**src/rtl/sramlike_axi_bridge.sv**
```systemverilog
// Bridges the inst/data sram-like ports onto one single-beat AXI master, one transaction at a time.
// Optional: define SRAMLIKE_AXI_EARLY_WACK_EN to acknowledge writes before the B response.
module sramlike_axi_bridge #(
    parameter logic [3:0] INST_ID = 4'd0,
    parameter logic [3:0] DATA_ID = 4'd1
) (
    input  logic        clk,
    input  logic        rst,

    input  logic        inst_req,
    input  logic        inst_wr,
    input  logic [1:0]  inst_size,
    input  logic [31:0] inst_addr,
    input  logic [31:0] inst_wdata,
    output logic [31:0] inst_rdata,
    output logic        inst_addr_ok,
    output logic        inst_data_ok,

    input  logic        data_req,
    input  logic        data_wr,
    input  logic [1:0]  data_size,
    input  logic [31:0] data_addr,
    input  logic [31:0] data_wdata,
    output logic [31:0] data_rdata,
    output logic        data_addr_ok,
    output logic        data_data_ok,

    output logic [3:0]  arid,
    output logic [31:0] araddr,
    output logic [7:0]  arlen,
    output logic [2:0]  arsize,
    output logic [1:0]  arburst,
    output logic [1:0]  arlock,
    output logic [3:0]  arcache,
    output logic [2:0]  arprot,
    output logic        arvalid,
    input  logic        arready,

    input  logic [3:0]  rid,
    input  logic [31:0] rdata,
    input  logic [1:0]  rresp,
    input  logic        rlast,
    input  logic        rvalid,
    output logic        rready,

    output logic [3:0]  awid,
    output logic [31:0] awaddr,
    output logic [7:0]  awlen,
    output logic [2:0]  awsize,
    output logic [1:0]  awburst,
    output logic [1:0]  awlock,
    output logic [3:0]  awcache,
    output logic [2:0]  awprot,
    output logic        awvalid,
    input  logic        awready,

    output logic [31:0] wdata,
    output logic [3:0]  wstrb,
    output logic        wlast,
    output logic        wvalid,
    input  logic        wready,

    input  logic [3:0]  bid,
    input  logic [1:0]  bresp,
    input  logic        bvalid,
    output logic        bready
);

    typedef enum logic [2:0] {
        IDLE,
        RD_ADDR,
        RD_DATA,
        WR_ADDR,
        WR_RESP
    } state_e;

    state_e      state_q, state_d;
    logic        sel_q, sel_d;
    logic [1:0]  size_q, size_d;
    logic [31:0] addr_q, addr_d;
    logic [31:0] wdata_q, wdata_d;
    logic [3:0]  wstrb_q, wstrb_d;
    logic        aw_done_q, aw_done_d;
    logic        w_done_q, w_done_d;
    logic [31:0] inst_rdata_q, inst_rdata_d;
    logic [31:0] data_rdata_q, data_rdata_d;
    logic        inst_ok_q, inst_ok_d;
    logic        data_ok_q, data_ok_d;

    logic        req_any;
    logic        req_wr;
    logic [1:0]  req_size;
    logic [31:0] req_addr;
    logic [31:0] req_wdata;
    logic        wr_blocked;
    logic        wr_both_done;

`ifdef SRAMLIKE_AXI_EARLY_WACK_EN
    logic [1:0]  b_out_q, b_out_d;
    logic        b_en_q;
`endif

    logic unused_axi_resp;
    assign unused_axi_resp = ^{rid, rresp, rlast, bid, bresp};

    function automatic logic [3:0] strb_of(input logic [1:0] size, input logic [1:0] lsb);
        case (size)
            2'd0:    strb_of = 4'b0001 << lsb;
            2'd1:    strb_of = lsb[1] ? 4'b1100 : 4'b0011;
            default: strb_of = 4'b1111;
        endcase
    endfunction

    assign arid    = sel_q ? DATA_ID : INST_ID;
    assign awid    = sel_q ? DATA_ID : INST_ID;
    assign araddr  = addr_q;
    assign awaddr  = addr_q;
    assign arsize  = {1'b0, size_q};
    assign awsize  = {1'b0, size_q};
    assign arlen   = '0;
    assign awlen   = '0;
    assign arburst = 2'b01;
    assign awburst = 2'b01;
    assign arlock  = '0;
    assign awlock  = '0;
    assign arcache = '0;
    assign awcache = '0;
    assign arprot  = '0;
    assign awprot  = '0;
    assign wdata   = wdata_q;
    assign wstrb   = wstrb_q;
    assign wlast   = 1'b1;

    assign inst_rdata   = inst_rdata_q;
    assign data_rdata   = data_rdata_q;
    assign inst_data_ok = inst_ok_q;
    assign data_data_ok = data_ok_q;

    always_comb begin
        state_d      = state_q;
        sel_d        = sel_q;
        size_d       = size_q;
        addr_d       = addr_q;
        wdata_d      = wdata_q;
        wstrb_d      = wstrb_q;
        aw_done_d    = aw_done_q;
        w_done_d     = w_done_q;
        inst_rdata_d = inst_rdata_q;
        data_rdata_d = data_rdata_q;
        inst_ok_d    = 1'b0;
        data_ok_d    = 1'b0;
        inst_addr_ok = 1'b0;
        data_addr_ok = 1'b0;
        arvalid      = 1'b0;
        rready       = 1'b0;
        awvalid      = 1'b0;
        wvalid       = 1'b0;
        wr_both_done = 1'b0;

        req_any   = data_req | inst_req;
        req_wr    = data_req ? data_wr    : inst_wr;
        req_size  = data_req ? data_size  : inst_size;
        req_addr  = data_req ? data_addr  : inst_addr;
        req_wdata = data_req ? data_wdata : inst_wdata;

`ifdef SRAMLIKE_AXI_EARLY_WACK_EN
        bready     = b_en_q;
        wr_blocked = req_wr && (b_out_q >= 2'd2);
`else
        bready     = 1'b0;
        wr_blocked = 1'b0;
`endif

        case (state_q)
            IDLE: begin
                // The data_ok cycle is still part of the finished transaction, so hold off accepts.
                if (req_any && !wr_blocked && !inst_ok_q && !data_ok_q) begin
                    data_addr_ok = data_req;
                    inst_addr_ok = !data_req;
                    sel_d        = data_req;
                    size_d       = req_size;
                    addr_d       = req_addr;
                    wdata_d      = req_wdata;
                    wstrb_d      = strb_of(req_size, req_addr[1:0]);
                    aw_done_d    = 1'b0;
                    w_done_d     = 1'b0;
                    state_d      = req_wr ? WR_ADDR : RD_ADDR;
                end
            end
            RD_ADDR: begin
                arvalid = 1'b1;
                if (arready) begin
                    state_d = RD_DATA;
                end
            end
            RD_DATA: begin
                rready = 1'b1;
                if (rvalid) begin
                    if (sel_q) begin
                        data_rdata_d = rdata;
                        data_ok_d    = 1'b1;
                    end else begin
                        inst_rdata_d = rdata;
                        inst_ok_d    = 1'b1;
                    end
                    state_d = IDLE;
                end
            end
            WR_ADDR: begin
                awvalid      = !aw_done_q;
                wvalid       = !w_done_q;
                aw_done_d    = aw_done_q | (awvalid & awready);
                w_done_d     = w_done_q | (wvalid & wready);
                wr_both_done = aw_done_d & w_done_d;
                if (wr_both_done) begin
`ifdef SRAMLIKE_AXI_EARLY_WACK_EN
                    inst_ok_d = !sel_q;
                    data_ok_d = sel_q;
                    state_d   = IDLE;
`else
                    state_d   = WR_RESP;
`endif
                end
            end
`ifndef SRAMLIKE_AXI_EARLY_WACK_EN
            WR_RESP: begin
                bready = 1'b1;
                if (bvalid) begin
                    inst_ok_d = !sel_q;
                    data_ok_d = sel_q;
                    state_d   = IDLE;
                end
            end
`endif
            default: state_d = IDLE;
        endcase
    end

`ifdef SRAMLIKE_AXI_EARLY_WACK_EN
    // Outstanding B count: +1 per completed write, -1 per drained B, saturating at 2.
    always_comb begin
        b_out_d = b_out_q;
        if (wr_both_done && !(bvalid && bready)) begin
            if (b_out_q != 2'd2) begin
                b_out_d = b_out_q + 2'd1;
            end
        end else if (!wr_both_done && bvalid && bready && (b_out_q != 2'd0)) begin
            b_out_d = b_out_q - 2'd1;
        end
    end

    always_ff @(posedge clk) begin
        if (rst) begin
            b_out_q <= '0;
            b_en_q  <= 1'b0;
        end else begin
            b_out_q <= b_out_d;
            b_en_q  <= 1'b1;
        end
    end
`endif

    always_ff @(posedge clk) begin
        if (rst) begin
            state_q      <= IDLE;
            sel_q        <= 1'b0;
            size_q       <= '0;
            addr_q       <= '0;
            wdata_q      <= '0;
            wstrb_q      <= '0;
            aw_done_q    <= 1'b0;
            w_done_q     <= 1'b0;
            inst_rdata_q <= '0;
            data_rdata_q <= '0;
            inst_ok_q    <= 1'b0;
            data_ok_q    <= 1'b0;
        end else begin
            state_q      <= state_d;
            sel_q        <= sel_d;
            size_q       <= size_d;
            addr_q       <= addr_d;
            wdata_q      <= wdata_d;
            wstrb_q      <= wstrb_d;
            aw_done_q    <= aw_done_d;
            w_done_q     <= w_done_d;
            inst_rdata_q <= inst_rdata_d;
            data_rdata_q <= data_rdata_d;
            inst_ok_q    <= inst_ok_d;
            data_ok_q    <= data_ok_d;
        end
    end

endmodule

```
**config.mk**
```make
export PLATFORM = sky130hd
export DESIGN_NAME = sramlike_axi_bridge
export DESIGN_NICKNAME = d
export VERILOG_FILES = /design/src/rtl/sramlike_axi_bridge.sv
export SDC_FILE = /design/constraint.sdc
export NUM_CORES = 1
export LEC_CHECK = 0
export CORE_AREA = 3 3 161 163
export DETAILED_ROUTE_END_ITERATION = 12
export DIE_AREA = 0 0 164 166
export SLEW_MARGIN = 20
export SYNTH_ARGS = -nofsm -noshare
export SYNTH_HDL_FRONTEND = slang
export SYNTH_SLANG_ARGS = --single-unit
```
**constraint.sdc**
```tcl
create_clock -name clk -period 1.6 [get_ports clk]
set_input_delay 0.16 -clock clk [delete_from_list [all_inputs] [get_ports clk]]
set_output_delay 0.16 -clock clk [all_outputs]
set_load 0.1 [all_outputs]
```
# == Word level (Yosys, flattened, before mapping) ==
# Index checks and enable logic that the tools add are counted.
# totals
regBits,142
inputBits,188
ramBits,0
n_memories,0
latch_bits,0
output_inout_bits,226
rom_bits,0
# classes
n_eq_ne,10
n_reduce_logical,16
div,0
bitwise,7
mux,34
n_shift,1
n_lt_le_gt_ge,0
n_addsub,0
n_mul,0
# op_table
op,count
two-way mux 32 bit,2
two-way mux 1 bit,18
two-way mux 3 bit,5
case mux 3 bit (5 select lines),1
inequality test 2 bit (second input constant),5
case mux 1 bit (2 select lines),4
case mux 4 bit (2 select lines),1
equality test 3 x 2 -> 1 bit (second input constant),2
zero test 1 bit,6
AND reduction 3 bit,2
AND reduction 5 bit,1
two-way mux 2 bit,2
two-way mux 4 bit,1
AND reduction 2 bit,2
<< shifter 1 x 2 -> 4 bit (first input constant),1
bitwise AND 1 bit,3
equality test 3 x 1 -> 1 bit (second input constant),1
equality test 3 bit (second input constant),1
zero test 3 bit,1
OR 1 bit,3
equality test 2 x 1 -> 1 bit (second input constant),1
logical AND 1 bit,2
zero test 2 bit,1
nonzero test 2 bit,1
inverter 1 bit,1

# == Depth between registers and ports, before layout ==
# Gate-level depths: netlist of run 1.
# depth
word_depth,6
mapped_depth,7
ltp_nobuf,4

# == Worst setup path before layout of run 1 ==
# OpenSTA, ideal clock, no wires.
# synth_timing
kind,reg2out
start,reg inst_ok_q (netlist: inst_data_ok)
end,out inst_addr_ok
stages_incl_launch_ff,4
path_slack_ps,-1456
required_time_ps,1440
t_arrival_ps,2896
path_cell_list,dfxtp_1 > or2_2 > or4_4 > nor2_1
# synth_between
elab_chain_len,5
# synth_rtl
element,line,text
start: declaration,87,"logic inst_ok_q, inst_ok_d;"
start signal: assignment,288,inst_ok_q <= inst_ok_d;
zero test 1 bit,177,if (req_any && !wr_blocked && !inst_ok_q && !data_ok_q) begin
logical AND 1 bit (2 in a row),177,
two-way mux 1 bit,177,
two-way mux 1 bit,174,case (state_q)
end: declaration,16,"output logic inst_addr_ok,"
# Every way passes these cells.

# == Worst setup path in the final report of run 1 ==
# layout_timing
start,reg state_q[1]
end,out inst_addr_ok
# layout_between
elab_chain_len,2
# layout_rtl
element,line,text
start: declaration,77,"state_e state_q, state_d;"
start signal: assignment,278,state_q <= state_d;
zero test 3 bit,174,
two-way mux 1 bit,174,
# Every way passes these cells.

==> results of run 1 <==
## metrics by stage
stage	TNS, ps	hold WS (ps)	instances
3_3_place_gp	-5110	479	1364
2_1_floorplan	-38920	296	785
3_5_place_dp	-7180	483	1364
5_1_grt	-18690	199	1450
4_1_cts	-14960	173	1436
6_report	-10480	187	1450
## cell type report
type | count | area [sq um]
clock buffers | 20 | 458
multi-input cells | 499 | 3480
clock inverters | 12 | 124
flip-flops and latches | 142 | 2860
repair buffers | 448 | 6600
inverters | 5 | 25.0
well taps | 324 | 405
fillers | 2033 | 10500
## critical path, cell delays in order (launching register included)
cell and delay [ps]:
sky130_fd_sc_hd__dfxtp_2 320, sky130_fd_sc_hd__or2_4 260, sky130_fd_sc_hd__or4_4 550, sky130_fd_sc_hd__nor2_4 120, sky130_fd_sc_hd__buf_12 180
## how the worst max path moves through the flow
stage	endpoint	slack, ps	cells past startpoint
detailed placement	size_q[0]	-150	7
finish	inst_addr_ok	-410	4
CTS	inst_addr_ok	-430	4
floorplan	data_rdata[1]	-520	7
global placement	wstrb[1]	-140	5
global route	inst_addr_ok	-470	4
## registers in the layout (all words and copies together), names as in the netlist
name and count:
sel_q 1, wdata 32, size_q 2, data_data_ok 1
inst_data_ok 1, araddr 32, wstrb 4, w_done_q 1
aw_done_q 1, data_rdata 32, inst_rdata 32, state_q 3
## cell usage after synthesis, types with 4 or more instances
master,number
sky130_fd_sc_hd__a211oi_1,72
sky130_fd_sc_hd__a21oi_1,66
sky130_fd_sc_hd__buf_2,21
sky130_fd_sc_hd__buf_4,84
sky130_fd_sc_hd__clkbuf_1,32
sky130_fd_sc_hd__dfxtp_1,142
sky130_fd_sc_hd__inv_1,5
sky130_fd_sc_hd__mux2i_1,65
sky130_fd_sc_hd__nand2_1,133
sky130_fd_sc_hd__nand3_1,4
sky130_fd_sc_hd__nor2_1,79
## metal layers
layer	wire length (microns)	global-route usage (%)
met2	13600	31.8
met1	10300	20.4
met5	0	0
met4	360	3.82
met3	1760	4.69
## cells by family (layout without fill, tap and decap cells)
logic type	Yosys count	after routing	synth area share, %
muxes	66	66	10.4
other	2	47	0.118
DFF	142	142	44.8
buffers and inverters	144	485	13.9
AOI/OAI and AO/OA	151	151	15.6
and+or+nand+nor	235	235	15.1
## power by group
part | switching [W] | internal, W | total, W
registers | 0.000934 | 0.00412 | 0.00505
logic | 0.00911 | 0.00586 | 0.0150
clock network | 0.00171 | 0.00227 | 0.00398
total | 0.0118 | 0.0123 | 0.0240
## what timing repair did
action,4_1_cts,5_1_grt
gates resized for setup,126,96
gates cloned,9,6
pin swaps,55,30
buffers inserted,31,23
setup endpoints to repair,74,117
==> results.txt, run 1 <==
Height of the chip - 166 microns
Arrival time of the worst setup path - 1850 ps
Commonest cells after routing, fill and taps aside - sky130_fd_sc_hd__buf_12, sky130_fd_sc_hd__clkdlybuf4s50_1, sky130_fd_sc_hd__dfxtp_1
Clock root buffer master - sky130_fd_sc_hd__clkbuf_16
Number of stages on the worst hold path - 3
Number of distinct standard cells referenced by the synthesized netlist - 35
Least setup slack across all paths after layout - -415 ps
Maximum capacitance violations - 0
First-pass GRT wire length - 37.1 mm
H-tree depth - 4
Clock latency reported for the late side of the worst-skew pair - 420 ps
Total number of vias - 6,519
Core region area - 24,500 sq um
Global route overflow - 0
Dpl ws - -155 ps
Sequential element share of the synthesized area - 44.8%
Antenna violations before repair - 0
Measured slew at the worst slew-check pin - 529 ps
Total Nets Final - 1,301
Area of the die - 27,200 sq um
Fraction of post-synthesis cell area in the top cell type by area - 44.8%
Number of iterations in the first detailed-routing pass - 4
Fraction of registers with async set or reset after synthesis - 0%
WL per Instance - 17.9 microns
Relative max-transition margin - 64.7%
Highest net fanout along the worst path - 3
Number of CTS-inserted buffers - 17
Starting Density - 25.9%
CTS Hold Buffers Added - 0
Final-report max-slew violation count - 0
Post-synthesis cell type with the largest combined area - sky130_fd_sc_hd__dfxtp_1
Biggest area contributors in the synthesized netlist - sky130_fd_sc_hd__dfxtp_1, sky130_fd_sc_hd__mux2i_1, sky130_fd_sc_hd__buf_4
Share of post-route cells with drive strength above 1 - 40.4%
Startpoint type of the worst setup path - flop
Max clock buf depth - 2
Area of the mapped netlist - 6340 sq um
Count of flip-flops with a built-in enable after synthesis - 0
Portion of the clock cycle consumed by the worst path in the final layout - 126%
Syn Area/Cell - 8.57 sq um
Worst R2R Setup Slack - -300 ps
Post-CTS clock slew at the launch and capture registers of the worst setup and hold paths - 70 ps
CTS Sinks - 142
Largest net degree at the start of global routing - 51
Clock tree from TritonCTS - built
Layout overhead on the synthesized area - 120%
Unrepaired setup endpoints after global routing - yes
Post-synthesis instance total - 740
Count of state elements after synthesis - 142
Placement Cell Area - 11,900 sq um
Residual DRC count - 0
Maximum vdd drop - 0.00120 V
Total power per unit cell area - 1720 nW/um^2
Weighted congestion at the end of routability-driven global placement - 0.773
Post-layout total power - 0.0240 W
Antenna viol nets, final - 0
DR iter-0 viols - 264
Via count of the first global-routing pass - 6,649
FMAX - 496 MHz
Estimated wirelength of the detail-placed design - 17.8 mm
Reg2Reg Launch Point - state_q[1]
Hold Vio Cnt, Final - 0
Most frequent standard cell in the layout excluding fill and tap cells - sky130_fd_sc_hd__buf_12
Number of placed I/O pins - 414
Critical setup path kind - reg -> out
Origin of the worst setup path - state_q[1]
Minimum period implied by the final worst setup slack - 2010 ps
Predominant post-synthesis flop cell - sky130_fd_sc_hd__dfxtp_1
Worst min-delay path class - in -> reg
Setup violation total in the final timing report - 68
Static power due to leakage - 5.45 nW
Endpoint class of the critical path - output pin
Die width - 164 microns
Worst hold path startpoint - data_req
Status - finished, violations left
Routed WL - 26.0 mm
Number of vias per cell - 4.50
Register-to-Register Path Depth - 7
Diode insertion count for antenna repair - 0
Maximum clock skew at final layout - 15.7 ps
Hold endpoint - wdata[25]
Num rows - 57
Global-route total usage across every layer - 17.5%
R2R Path End - size_q[1]
Count of input and output buffers - 353
Yosys warnings - 0
Violated checks - negative setup slack
Finished Cell Area - 14,000 sq um
Req. time, crit path - 1440 ps
Utilization after layout - 57.0%
Note: power is estimated with default switching activity, not from simulation.
==> run 2: changes to the inputs <==
--- a/config.mk
+++ b/config.mk
@@ -8,6 +8,8 @@
 export CORE_AREA = 3 3 161 163
 export DETAILED_ROUTE_END_ITERATION = 12
 export DIE_AREA = 0 0 164 166
+export GPL_TIMING_DRIVEN = 0
+export PLACE_DENSITY_LB_ADDON = 0.3
 export SLEW_MARGIN = 20
 export SYNTH_ARGS = -nofsm -noshare
 export SYNTH_HDL_FRONTEND = slang
==> run 2 against run 1 <==
The run still ends with negative setup slack left. Total power is 9.8% lower. Critical path depth is 3 higher. Clock power fell by 3%. Count of clock-buffer cells in the layout is the same. Critical endpoint is now data_addr_ok. Largest power group unchanged. Highest routed layer is now met5.
==> results.txt, run 2 (synthesis gave the netlist of run 1 again) <==
Count of input and output buffers - 352 (-0.28%)
Clock latency reported for the late side of the worst-skew pair - 410 ps (about the same)
Clock root buffer master - sky130_fd_sc_hd__clkbuf_16
Antenna viol nets, final - 0 (unchanged)
Number of iterations in the first detailed-routing pass - 4 (unchanged)
Total power per unit cell area - 1700 nW/um^2 (-1.2%)
Total Nets Final - 1,381 (+6.1%)
Dpl ws - -1680 ps (-1520 ps)
Unrepaired setup endpoints after global routing - yes
Number of stages on the worst hold path - 3 (unchanged)
Switching power - 0.0114 W (-3.2%)
Maximum capacitance violations - 0 (unchanged)
H-tree depth - 4 (unchanged)
Post-CTS clock slew at the launch and capture registers of the worst setup and hold paths - 70 ps (about the same)
R2R Path End - wstrb[2]
Utilization after layout - 52.1% (-5.0 points)
Setup violation total in the final timing report - 82 (+21%)
Hold Vio Cnt, Final - 0 (unchanged)
Measured slew at the worst slew-check pin - 740 ps (+211 ps)
FMAX - 485 MHz (-2.2%)
WL per Instance - 17.7 microns (-1.1%)
Flop pwr share - 21.7% (+0.7 points)
Die width - 164 microns (unchanged)
Power share of the clock group - 17.9% (+1.3 points)
Estimated wirelength of the detail-placed design - 19.7 mm (+10%)
Commonest cells after routing, fill and taps aside - sky130_fd_sc_hd__clkdlybuf4s50_1, sky130_fd_sc_hd__dfxtp_1, sky130_fd_sc_hd__nand2_1
Starting Density - 25.9% (unchanged)
Global route overflow - 0 (unchanged)
Diode insertion count for antenna repair - 0 (unchanged)
Reg2Reg Launch Point - data_data_ok
First-pass GRT wire length - 37.9 mm (+1.9%)
Highest net fanout along the worst path - 4 (+1)
Critical path, cell by cell - or2_4 -> nor4_4 -> buf_4 -> buf_8 -> nand2_4 -> clkinvlp_4 -> buf_12
Core region area - 24,500 sq um (unchanged)
Stage delay of the slowest cell on the critical path - 340 ps (-210 ps)
Share of post-route cells with drive strength above 1 - 43.9% (+3.5 points)
Kind of cell with the highest combined delay on the critical path - simple AND/OR/NAND/NOR gates
Most frequent standard cell in the layout excluding fill and tap cells - sky130_fd_sc_hd__clkdlybuf4s50_1
Least setup slack across all paths after layout - -461 ps (-45.8 ps)
Register-to-Register Path Depth - 5 (-2)
Slowest stage cell on the critical path - sky130_fd_sc_hd__dfxtp_4
Max clock buf depth - 2 (unchanged)
Req. time, crit path - 1440 ps (about the same)
Antenna violations before repair - 1 (+1)
Number of CTS-inserted buffers - 17 (unchanged)
Hold endpoint - data_rdata[29]
Violated checks - negative setup slack
Relative max-transition margin - 50.7% (-14 points)
Fraction of power consumed by combinational cells - 60.4% (-2.0 points)
Via count of the first global-routing pass - 6,554 (-1.4%)
Arrival time of the worst setup path - 1900 ps (+50 ps)
DR iter-0 viols - 257 (-2.7%)
Status - finished, violations left
Worst min-delay path class - in -> reg
Maximum clock skew at final layout - 7.60 ps (-8.15 ps)
Clock tree from TritonCTS - built
Worst hold path startpoint - rdata[29]
Buffers plus inverters on the worst setup path - 4 (+3)
Minimum period implied by the final worst setup slack - 2060 ps (+45.8 ps)
Static power due to leakage - 5.10 nW (-6.4%)
CTS Hold Buffers Added - 0 (unchanged)
Worst R2R Setup Slack - -280 ps (+20 ps)
Maximum vdd drop - 0.00115 V (-3.9%)
Origin of the worst setup path - state_q[2]
Global-route total usage across every layer - 18.0% (+0.48 points)
Largest net degree at the start of global routing - 17 (-67%)
Endpoint class of the critical path - output pin
Area of the die - 27,200 sq um (unchanged)
Total number of vias - 6,703 (+2.8%)
Residual DRC count - 0 (unchanged)
Portion of the clock cycle consumed by the worst path in the final layout - 129% (+2.9 points)
Routed WL - 27.1 mm (+4.3%)
Number of vias per cell - 4.38 (-2.6%)
Switching Share - 52.5% (+3.6 points)
Fill cells - 2,303 (+13%)
Final-report max-slew violation count - 0 (unchanged)
Layout overhead on the synthesized area - 101%
Weighted congestion at the end of routability-driven global placement - 0.772 (-0.23%)
Number of placed I/O pins - 414 (unchanged)
Height of the chip - 166 microns (unchanged)
Num rows - 57 (unchanged)
Critical setup path kind - reg -> out
Startpoint type of the worst setup path - flop
CTS Sinks - 142 (unchanged)
Internal Pwr Total - 0.0103 W (-16%)
## run 2: cell types whose count changed in the layout (fill, tap and decap cells not counted), moves of 56 or more
cell / change
sky130_fd_sc_hd__buf_12: -180
sky130_fd_sc_hd__clkdlybuf4s15_2: +111
sky130_fd_sc_hd__buf_2: +56
sky130_fd_sc_hd__buf_4: +69
## run 2: worst max path at each step
stage	slack [ps]	cells past startpoint	endpoint
3_5_place_dp	-1680	7	data_addr_ok
4_1_cts	-470	4	inst_addr_ok
5_1_grt	-520	7	data_addr_ok
3_3_place_gp	-2120	6	data_addr_ok
2_1_floorplan	-520	7	data_rdata[1]
6_report	-460	7	data_addr_ok
## run 2: routing by layer
layer	global-route usage, %	routed length (microns)	part of all wire, %
met1	20.1	10200	38
met2	33.5	14500	53
met5	0	13	0.048
met4	4.23	473	1.7
met3	4.84	1940	7.1
## run 2: worst reg2reg max path, cell delays in order, from the launching register on
cell and delay (ps):
sky130_fd_sc_hd__dfxtp_4 340, sky130_fd_sc_hd__or2_4 270, sky130_fd_sc_hd__or4_4 560, sky130_fd_sc_hd__buf_6 160, sky130_fd_sc_hd__a211oi_4 280, sky130_fd_sc_hd__a211oi_1 120
## run 2: power by group through the flow
stage | Combinational, W | Clock, W | Sequential [W]
after floorplan | 0.00452 | 0 | 0.00845
after global placement | 0.0110 | 0 | 0.00460
after detailed placement | 0.0111 | 0 | 0.00462
after CTS | 0.0120 | 0.00397 | 0.00461
after global routing | 0.0136 | 0.00413 | 0.00477
final | 0.0131 | 0.00387 | 0.00469
## run 2: what timing repair did
item / in CTS / in global routing
gates cloned: 6 / 15
setup endpoints to repair: 257 / 157
gates resized for setup: 762 / 238
setup buffers: 16 / 7
pin swaps: 38 / 44
## run 2: area by class of cell
class | count | area [sq um] | area share (%)
sequential | 142 | 2860 | 22.5
timing repair buffer | 393 | 4180 | 32.8
clock buffer | 20 | 478 | 3.75
multi-input combinational | 499 | 3580 | 28.1
inverter | 5 | 27.5 | 0.216
buffer | 135 | 1110 | 8.70
clock inverter | 12 | 98.8 | 0.776
tap | 324 | 405 | 3.18
## run 2: stage by stage
step	power [W]	instance area (sq um)	setup TNS, ps	instances	hold slack (ps)
6_report	0.0217	12700	-13630	1530	326
5_1_grt	0.0225	12700	-20880	1530	316
4_1_cts	0.0206	12000	-17910	1515	305
3_5_place_dp	0.0157	10600	-77660	1462	444
3_3_place_gp	0.0156	10600	-77740	1461	442
2_1_floorplan	0.0130	6670	-38920	785	296
